**src/rtl/pte_lookup_cache.sv**
```systemverilog
// pte_lookup_cache: small fully associative cache of page-table translations.
// Each lookup gets a registered response one cycle later. A fill landing in
// the same cycle is forwarded to that lookup. Fills replace entries in this
// order: an entry that already holds the tag, then a free slot, then a
// round-robin victim.
module pte_lookup_cache #(
  parameter int ENTRIES = 8,
  parameter int TAG_W   = 27,
  parameter int PPN_W   = 20,
  localparam int IDX_W  = $clog2(ENTRIES)
) (
  input  logic             clk,
  input  logic             rst,
  input  logic             lookup_valid,
  input  logic [TAG_W-1:0] lookup_tag,
  input  logic             fill_valid,
  input  logic [TAG_W-1:0] fill_tag,
  input  logic [PPN_W-1:0] fill_ppn,
  input  logic             flush,
  output logic             resp_valid,
  output logic             resp_hit,
  output logic [PPN_W-1:0] resp_ppn,
  output logic [IDX_W-1:0] resp_idx,
  output logic [IDX_W:0]   valid_count
);

  logic [ENTRIES-1:0] valid_q;
  logic [TAG_W-1:0]   tag_q [ENTRIES];
  logic [PPN_W-1:0]   ppn_q [ENTRIES];
  logic [IDX_W-1:0]   victim_q;
  logic [IDX_W:0]     count_q;

  logic               fill_match;
  logic [IDX_W-1:0]   fill_match_idx;
  logic               has_free;
  logic [IDX_W-1:0]   free_idx;
  logic [IDX_W-1:0]   fill_idx;

  logic               lookup_hit;
  logic [PPN_W-1:0]   lookup_ppn;
  logic [IDX_W-1:0]   lookup_idx;

  assign valid_count = count_q;

  // Choose the fill target: an existing copy of the tag, else the lowest free slot, else the victim.
  always_comb begin
    fill_match     = 1'b0;
    fill_match_idx = '0;
    has_free       = 1'b0;
    free_idx       = '0;
    fill_idx       = victim_q;
    for (int i = 0; i < ENTRIES; i++) begin
      if (valid_q[i] && (tag_q[i] == fill_tag)) begin
        fill_match     = 1'b1;
        fill_match_idx = IDX_W'(i);
      end
    end
    for (int i = ENTRIES - 1; i >= 0; i--) begin
      if (!valid_q[i]) begin
        has_free = 1'b1;
        free_idx = IDX_W'(i);
      end
    end
    if (fill_match) begin
      fill_idx = fill_match_idx;
    end else if (has_free) begin
      fill_idx = free_idx;
    end
  end

  // Search the entries. A same-cycle fill of the same tag takes precedence over any stored copy.
  always_comb begin
    lookup_hit = 1'b0;
    lookup_ppn = '0;
    lookup_idx = '0;
    if (fill_valid && (fill_tag == lookup_tag)) begin
      lookup_hit = 1'b1;
      lookup_ppn = fill_ppn;
      lookup_idx = fill_idx;
    end else begin
      for (int i = 0; i < ENTRIES; i++) begin
        if (valid_q[i] && (tag_q[i] == lookup_tag)) begin
          lookup_hit = 1'b1;
          lookup_ppn = lookup_ppn | ppn_q[i];
          lookup_idx = lookup_idx | IDX_W'(i);
        end
      end
    end
  end

  // Maintain the valid bits, victim pointer and occupancy count. Reset and flush both override fills.
  always_ff @(posedge clk) begin
    if (rst || flush) begin
      valid_q  <= '0;
      victim_q <= '0;
      count_q  <= '0;
    end else if (fill_valid) begin
      valid_q[fill_idx] <= 1'b1;
      if (!fill_match && has_free) begin
        count_q <= count_q + (IDX_W + 1)'(1);
      end else if (!fill_match) begin
        victim_q <= victim_q + IDX_W'(1);
      end
    end
  end

  // Write tag and PPN into the target slot. This storage has no reset because valid_q guards it.
  always_ff @(posedge clk) begin
    if (!rst && !flush && fill_valid) begin
      tag_q[fill_idx] <= fill_tag;
      ppn_q[fill_idx] <= fill_ppn;
    end
  end

  // Register the lookup response. Data outputs are forced to zero unless the lookup was a hit.
  always_ff @(posedge clk) begin
    if (rst) begin
      resp_valid <= 1'b0;
      resp_hit   <= 1'b0;
      resp_ppn   <= '0;
      resp_idx   <= '0;
    end else begin
      resp_valid <= lookup_valid;
      resp_hit   <= lookup_valid && lookup_hit;
      resp_ppn   <= (lookup_valid && lookup_hit) ? lookup_ppn : '0;
      resp_idx   <= (lookup_valid && lookup_hit) ? lookup_idx : '0;
    end
  end

endmodule

```
**config.mk**
```make
export PLATFORM = sky130hd
export DESIGN_NAME = pte_lookup_cache
export DESIGN_NICKNAME = d
export VERILOG_FILES = /design/src/rtl/pte_lookup_cache.sv
export SDC_FILE = /design/constraint.sdc
export NUM_CORES = 1
export LEC_CHECK = 0
export ABC_AREA = 1
export BUFFER_PORTS_ARGS = -buffer_cell sky130_fd_sc_hd__buf_4
export CORE_AREA = 3 3 273 248
export DETAILED_ROUTE_END_ITERATION = 8
export DIE_AREA = 0 0 276 251
export GPL_TIMING_DRIVEN = 0
export PLACE_DENSITY = 0.47
export SLEW_MARGIN = 10
export SYNTH_ARGS = -nofsm -noshare
export SYNTH_HDL_FRONTEND = slang
export SYNTH_SLANG_ARGS = --single-unit
```
**constraint.sdc**
```tcl
create_clock -name clk -period 6.9 [get_ports clk]
set_input_delay 0.345 -clock clk [delete_from_list [all_inputs] [get_ports clk]]
set_output_delay 0.345 -clock clk [all_outputs]
set_load 0.01 [all_outputs]
```
; ---- Word-level counts from Yosys, hierarchy flattened
; Memory sizes are Yosys's and may differ from the RTL's.
; Index checks and enable logic that the tools add are counted.
[totals]
reg_bits = 40
latch_bits = 0
ram_bits = 376
romBits = 0
inputBits = 79
output_inout_bits = 29
wordCells = 140
memories = 2
[op_classes]
n_addsub = 2
mul = 0
div = 0
magnitude_cmp = 2
n_eq_ne = 17
n_shift = 0
mux = 70
bitwise_logic = 11
reduce_logical = 29
[memory_table]
columns = memory, depth, width, rd, rd_ports_with_merged_regs, wr, line_no
row1 = tag_q, 8, 27, 8, 0, 1, 28  ; logic [TAG_W-1:0] tag_q [ENTRIES];
row2 = ppn_q, 8, 20, 8, 0, 1, 29  ; logic [PPN_W-1:0] ppn_q [ENTRIES];
[op_table]
columns = cell, count
row1 = $eq A27 B27 Y1, 17
row2 = $mux W20, 16
row3 = $or A20 B20 Y20, 7
row4 = $mux W3, 19
row5 = $mux W1, 30
row6 = $logic_and A1 B1 Y1, 22
row7 = $mux W2, 4
row8 = $or A8 B8 Y8, 1
row9 = $add A4 B1 Y4 const B, 1
row10 = $lt A3 B4 Y1 const B, 1
row11 = $add A3 B1 Y3 const B, 1
row12 = $demux W1 S3, 1
row13 = $ge A3 B1 Y1 const B, 1
row14 = $logic_not A1 Y1, 3
row15 = $not A1 Y1, 3
row16 = $reduce_and A3 Y1, 1
row17 = $reduce_and A2 Y1, 1
row18 = $reduce_or A2 Y1, 1
row19 = $logic_or A1 B1 Y1, 1

; ---- Depth between registers and ports, before layout
; An unclocked memory read counts as a cell.
[depth]
ltp_word = 26
ltp_mapped = 21
mapped_depth_nobuf = 19

; ---- Worst setup path before layout
; No wires, ideal clock.
[synth_path]
path_type = in2reg
start = in fill_tag[21]
end = mem ppn_q[2][0] (enable)
setup_ns = 0.452
arrival_time_ns = 3.628
required_time_ns = 6.448
path_slack_ns = 2.820
path_stages = 15
n_path_buf = 2
cell_sequence = buf_6 -> inv_2 -> buf_6 -> nand2_1 -> nand4_1 -> nor2_1 -> nand3_1 -> nor2_1 -> nor2_1 -> nand2_1 -> nor2_2 -> nand3_1 -> nand3_4 -> nand2_2 -> nor2_1
[synth_between]
elab_chain_len = 11
word_cells_on_any_way = 32
classes_between = eq/ne: 8 / mux: 16 / reduce/logical: 8
[synth_rtl]
columns = element, line_no
row1 = start: declaration, 17  ; input logic [TAG_W-1:0] fill_tag,
row2 = $eq A27 B27 Y1, 53  ; if (valid_q[i] && (tag_q[i] == fill_tag)) begin
row3 = $logic_and A1 B1 Y1, 53
row4 = $mux W1 (8 in series), 53
row5 = $mux W3 (*), 64  ; if (fill_match) begin
row6 = end: declaration, 29
; Mark *: on every way between the ends. The rest lies on a longest branch, timed or not.

; ---- Worst setup path in the final report
[layout_path]
start = in fill_tag[14]
end = mem tag_q[0][2] (enable)
[layout_between]
elab_chain_len = 11
word_cells_on_any_way = 32
classes_between = eq/ne: 8 / mux: 16 / reduce/logical: 8
[layout_rtl]
columns = element, line_no
row1 = $eq A27 B27 Y1, 53
row2 = $logic_and A1 B1 Y1, 53
row3 = $mux W1 (8 in series), 53
row4 = $mux W3 (*), 64
row5 = end: declaration, 28
; Marks and branches as above.

==> flow_summary.json <==
{
  "syn_area_sq_mm": 0.0227,
  "track_usage_pct": 34.9,
  "switchingPower_mw": 1.64,
  "cap_viol_max_count": 0,
  "postCtsSetupBuffers": 0,
  "die_h_microns": 251,
  "synth_warnings": 0,
  "path_clk_slew_ps": 60,
  "die_area_sq_mm": 0.0693,
  "run_status": "finished, final reports clean",
  "cts_tree": "yes",
  "htree_num_levels": 2,
  "setup_viol": 0,
  "cts_root_buf": "clkbuf_16",
  "avgSynthCellArea_sq_um": 8.33,
  "postSynthNetCount": 2807,
  "ir_drop_mv": 0.179,
  "dr.first_iter.drc_count": 3276,
  "syn2layout_area_growth_pct": 16.0,
  "grt_overflow": 0,
  "wirelength_microns": 124000,
  "hold_buffers": 19,
  "synthMuxAreaShare_pct": 0,
  "ys_ff_latch": 416,
  "design_area_sq_mm": 0.0263,
  "critPathBufInv": 5,
  "synth_compound_area_share_pct": 6.39,
  "drc": 0,
  "grt_pass1_vias": 20100,
  "seqCellArea_sq_mm": 0.0121,
  "ant_nets": 0,
  "cts_buffer_depth": 3,
  "crit_family": "simple AND/OR/NAND/NOR gates",
  "crit_required_ps": 7210,
  "swShare_pct": 27.4,
  "via_per_inst": 5.68,
  "cts_resized": 0,
  "post-place-ws_ps": 2260,
  "pin_count": 108,
  "worst_slew_pin_slew_ps": 1190,
  "synthAdderAreaFrac_pct": 0.110,
  "worstPathArrival_ps": 4410,
  "fin_skew_ps": 14.4,
  "cp-start-kind": "input pin",
  "cp_cell_sequence": "buf_4, buf_4, inv_1, nand2_1, nand2_1, nor2_1, nand2_1, nor2_1, nand2_1, nor2_1, nor2_1, nand2_1, nor2_2, nand3_1, nand3_2, nor2_1, nand3_1, inv_2, buf_12",
  "gp_congestion": 1.01,
  "grt_max_degree": 48,
  "timing.setup.tns_ps": 0,
  "drv_slew": 0,
  "drive_above_1_share_pct": 10.1,
  "rsz0062_at_grt": "no",
  "synth_cell_types": 43,
  "slowest_stage": "nor2_1",
  "max_stage_delay_ps": 700,
  "crit_fanout": 28,
  "internal_power_mw": 4.33,
  "path_class": "in -> reg",
  "pwr-share-seq_pct": 46.3,
  "worst_setup_path_end_kind": "register",
  "fillerInstances": 6773,
  "period_share_pct": 59.4,
  "max_clock_freq_mhz": 244,
  "synth-simple-area-share_pct": 28.0,
  "core_region_area_sq_mm": 0.0653,
  "finalHoldViolCount": 0,
  "holdCritPathClass": "in -> reg",
  "fin_ws_ps": 2800,
  "insertion_delay_ps": 620,
  "multi_input_area_sq_mm": 0.00883,
  "first_pass_iters": 8,
  "grt_pass1_wl_microns": 166000,
  "io_buffers": 88,
  "combPwrFrac_pct": 10.8,
  "final_nets": 2971,
  "antenna_found_initial": 10,
  "slew_headroom_pct": 20.4,
  "place_area_sq_mm": 0.0246,
  "start_util_pct": 34.8,
  "post_drt_wl_per_cell_microns": 32.7,
  "die_w_microns": 276,
  "min_period_ps": 4100,
  "clkPwrFrac_pct": 42.8,
  "hpwlAfterDp_microns": 85200,
  "vias": 21600,
  "numCtsBuffers": 48,
  "final_common_cell": "nand2_1",
  "syn-instance-count": 2726,
  "yosysSeqAreaShare_pct": 53.2,
  "synth_xor_area_share_pct": 4.28,
  "num_rows": 89,
  "power_leakage_nw": 11.0,
  "final_cell_mix": "916 x nand2_1, 376 x edfxtp_1, 316 x nor2_1",
  "power.density_mw_per_mm2": 227,
  "cts.sinks": 416,
  "synth_top_family_by_area": "simple AND/OR/NAND/NOR gates"
}
layout make-up:
cell class              instances  area share, %
multi-input cells            1891           33.5
clock buffers                  63           4.89
inverters                     334           4.84
repair buffers                114           3.79
well taps                     864           4.10
plain buffers                  85           2.04
clock inverters                27          0.912
diodes                          2         0.0190
flip-flops and latches        416           45.9
state kept, by name, summed over array words and instances (netlist names):
signal	count
ppn_q	160
tag_q	216
resp_ppn	20
resp_idx	3
valid_q	8
victim_q	3
valid_count	4
resp_valid	1
resp_hit	1
kinds of logic after synthesis:
logic type / after synthesis
AND/OR/NAND/NOR: 1540
AO/OA/AOI/OAI: 238
XOR/XNOR: 111
buffers and inverters: 419
flip-flops: 416
adder cells (fa/ha/maj): 2
metrics by stage:
step	cells	hold slack [ps]	util [%]	total power [mW]
floorplan	2726	443	-	3.07
global placement	3678	468	37.5	3.42
detailed placement	3685	475	37.7	3.42
CTS	3794	4.23	40.4	5.95
global route	3794	16.5	40.4	6.10
finish	3796	8.83	40.4	5.97
Yosys cell counts (all sizes together):
cell     number  area share [%]
dfxtp        40             3.5
a21boi        1           0.033
nand3b        3           0.099
clkinv        4           0.066
nand3       130             2.9
o211ai        2           0.066
nand4        79             2.2
o22ai       133             3.7
a21oi        36            0.79
nor4         12            0.33
edfxtp      376              50
nor3         37            0.82
o21a          1           0.033
xor2         29             1.1
buf          77             2.2
a22o          1           0.039
o21ai        41            0.90
o221ai       11            0.42
nor3b         1           0.033
nor2        323             5.4
nand2       921              15
clkbuf        8            0.13
or2          21            0.58
xnor2        82             3.2
o21bai        2           0.066
inv         330             5.5
a31oi         2           0.055
o2111ai       8            0.31
ha            2            0.11
and2         13            0.36
layer usage:
metal  GRT usage [%]  vias to the layer above  wire length, microns  share of wire [%]
met5               0                        -                     7             0.0056
met4            16.7                        2                  6830                5.5
met3            10.3                      321                 14800                 12
met2            48.9                     1411                 49700                 40
met1            49.3                    10500                 52900                 43
li1                -                     9345                     -                  -
worst paths after layout:
kind	from	to	slack [ps]	cells past startpoint
min reg2reg	valid_q[3]$_SDFFE_PP0P_	valid_q[3]$_SDFFE_PP0P_	480	2
min	fill_ppn[12]	ppn_q[5][12]$_DFFE_PP_	9	1
max	fill_tag[14]	tag_q[0][2]$_DFFE_PP_	2800	19
max reg2reg	valid_q[4]$_SDFFE_PP0P_	tag_q[3][15]$_DFFE_PP_	2910	14
power by group through the flow:
| stage | logic (mW) | clock network [mW] | registers (mW) |
|---|---|---|---|
| global route | 0.651 | 2.68 | 2.77 |
| global placement | 0.602 | 0 | 2.82 |
| CTS | 0.611 | 2.58 | 2.77 |
| floorplan | 0.255 | 0 | 2.82 |
| finish | 0.647 | 2.56 | 2.77 |
| detailed placement | 0.601 | 0 | 2.82 |
No activity file was read; power rests on OpenSTA's default activity.
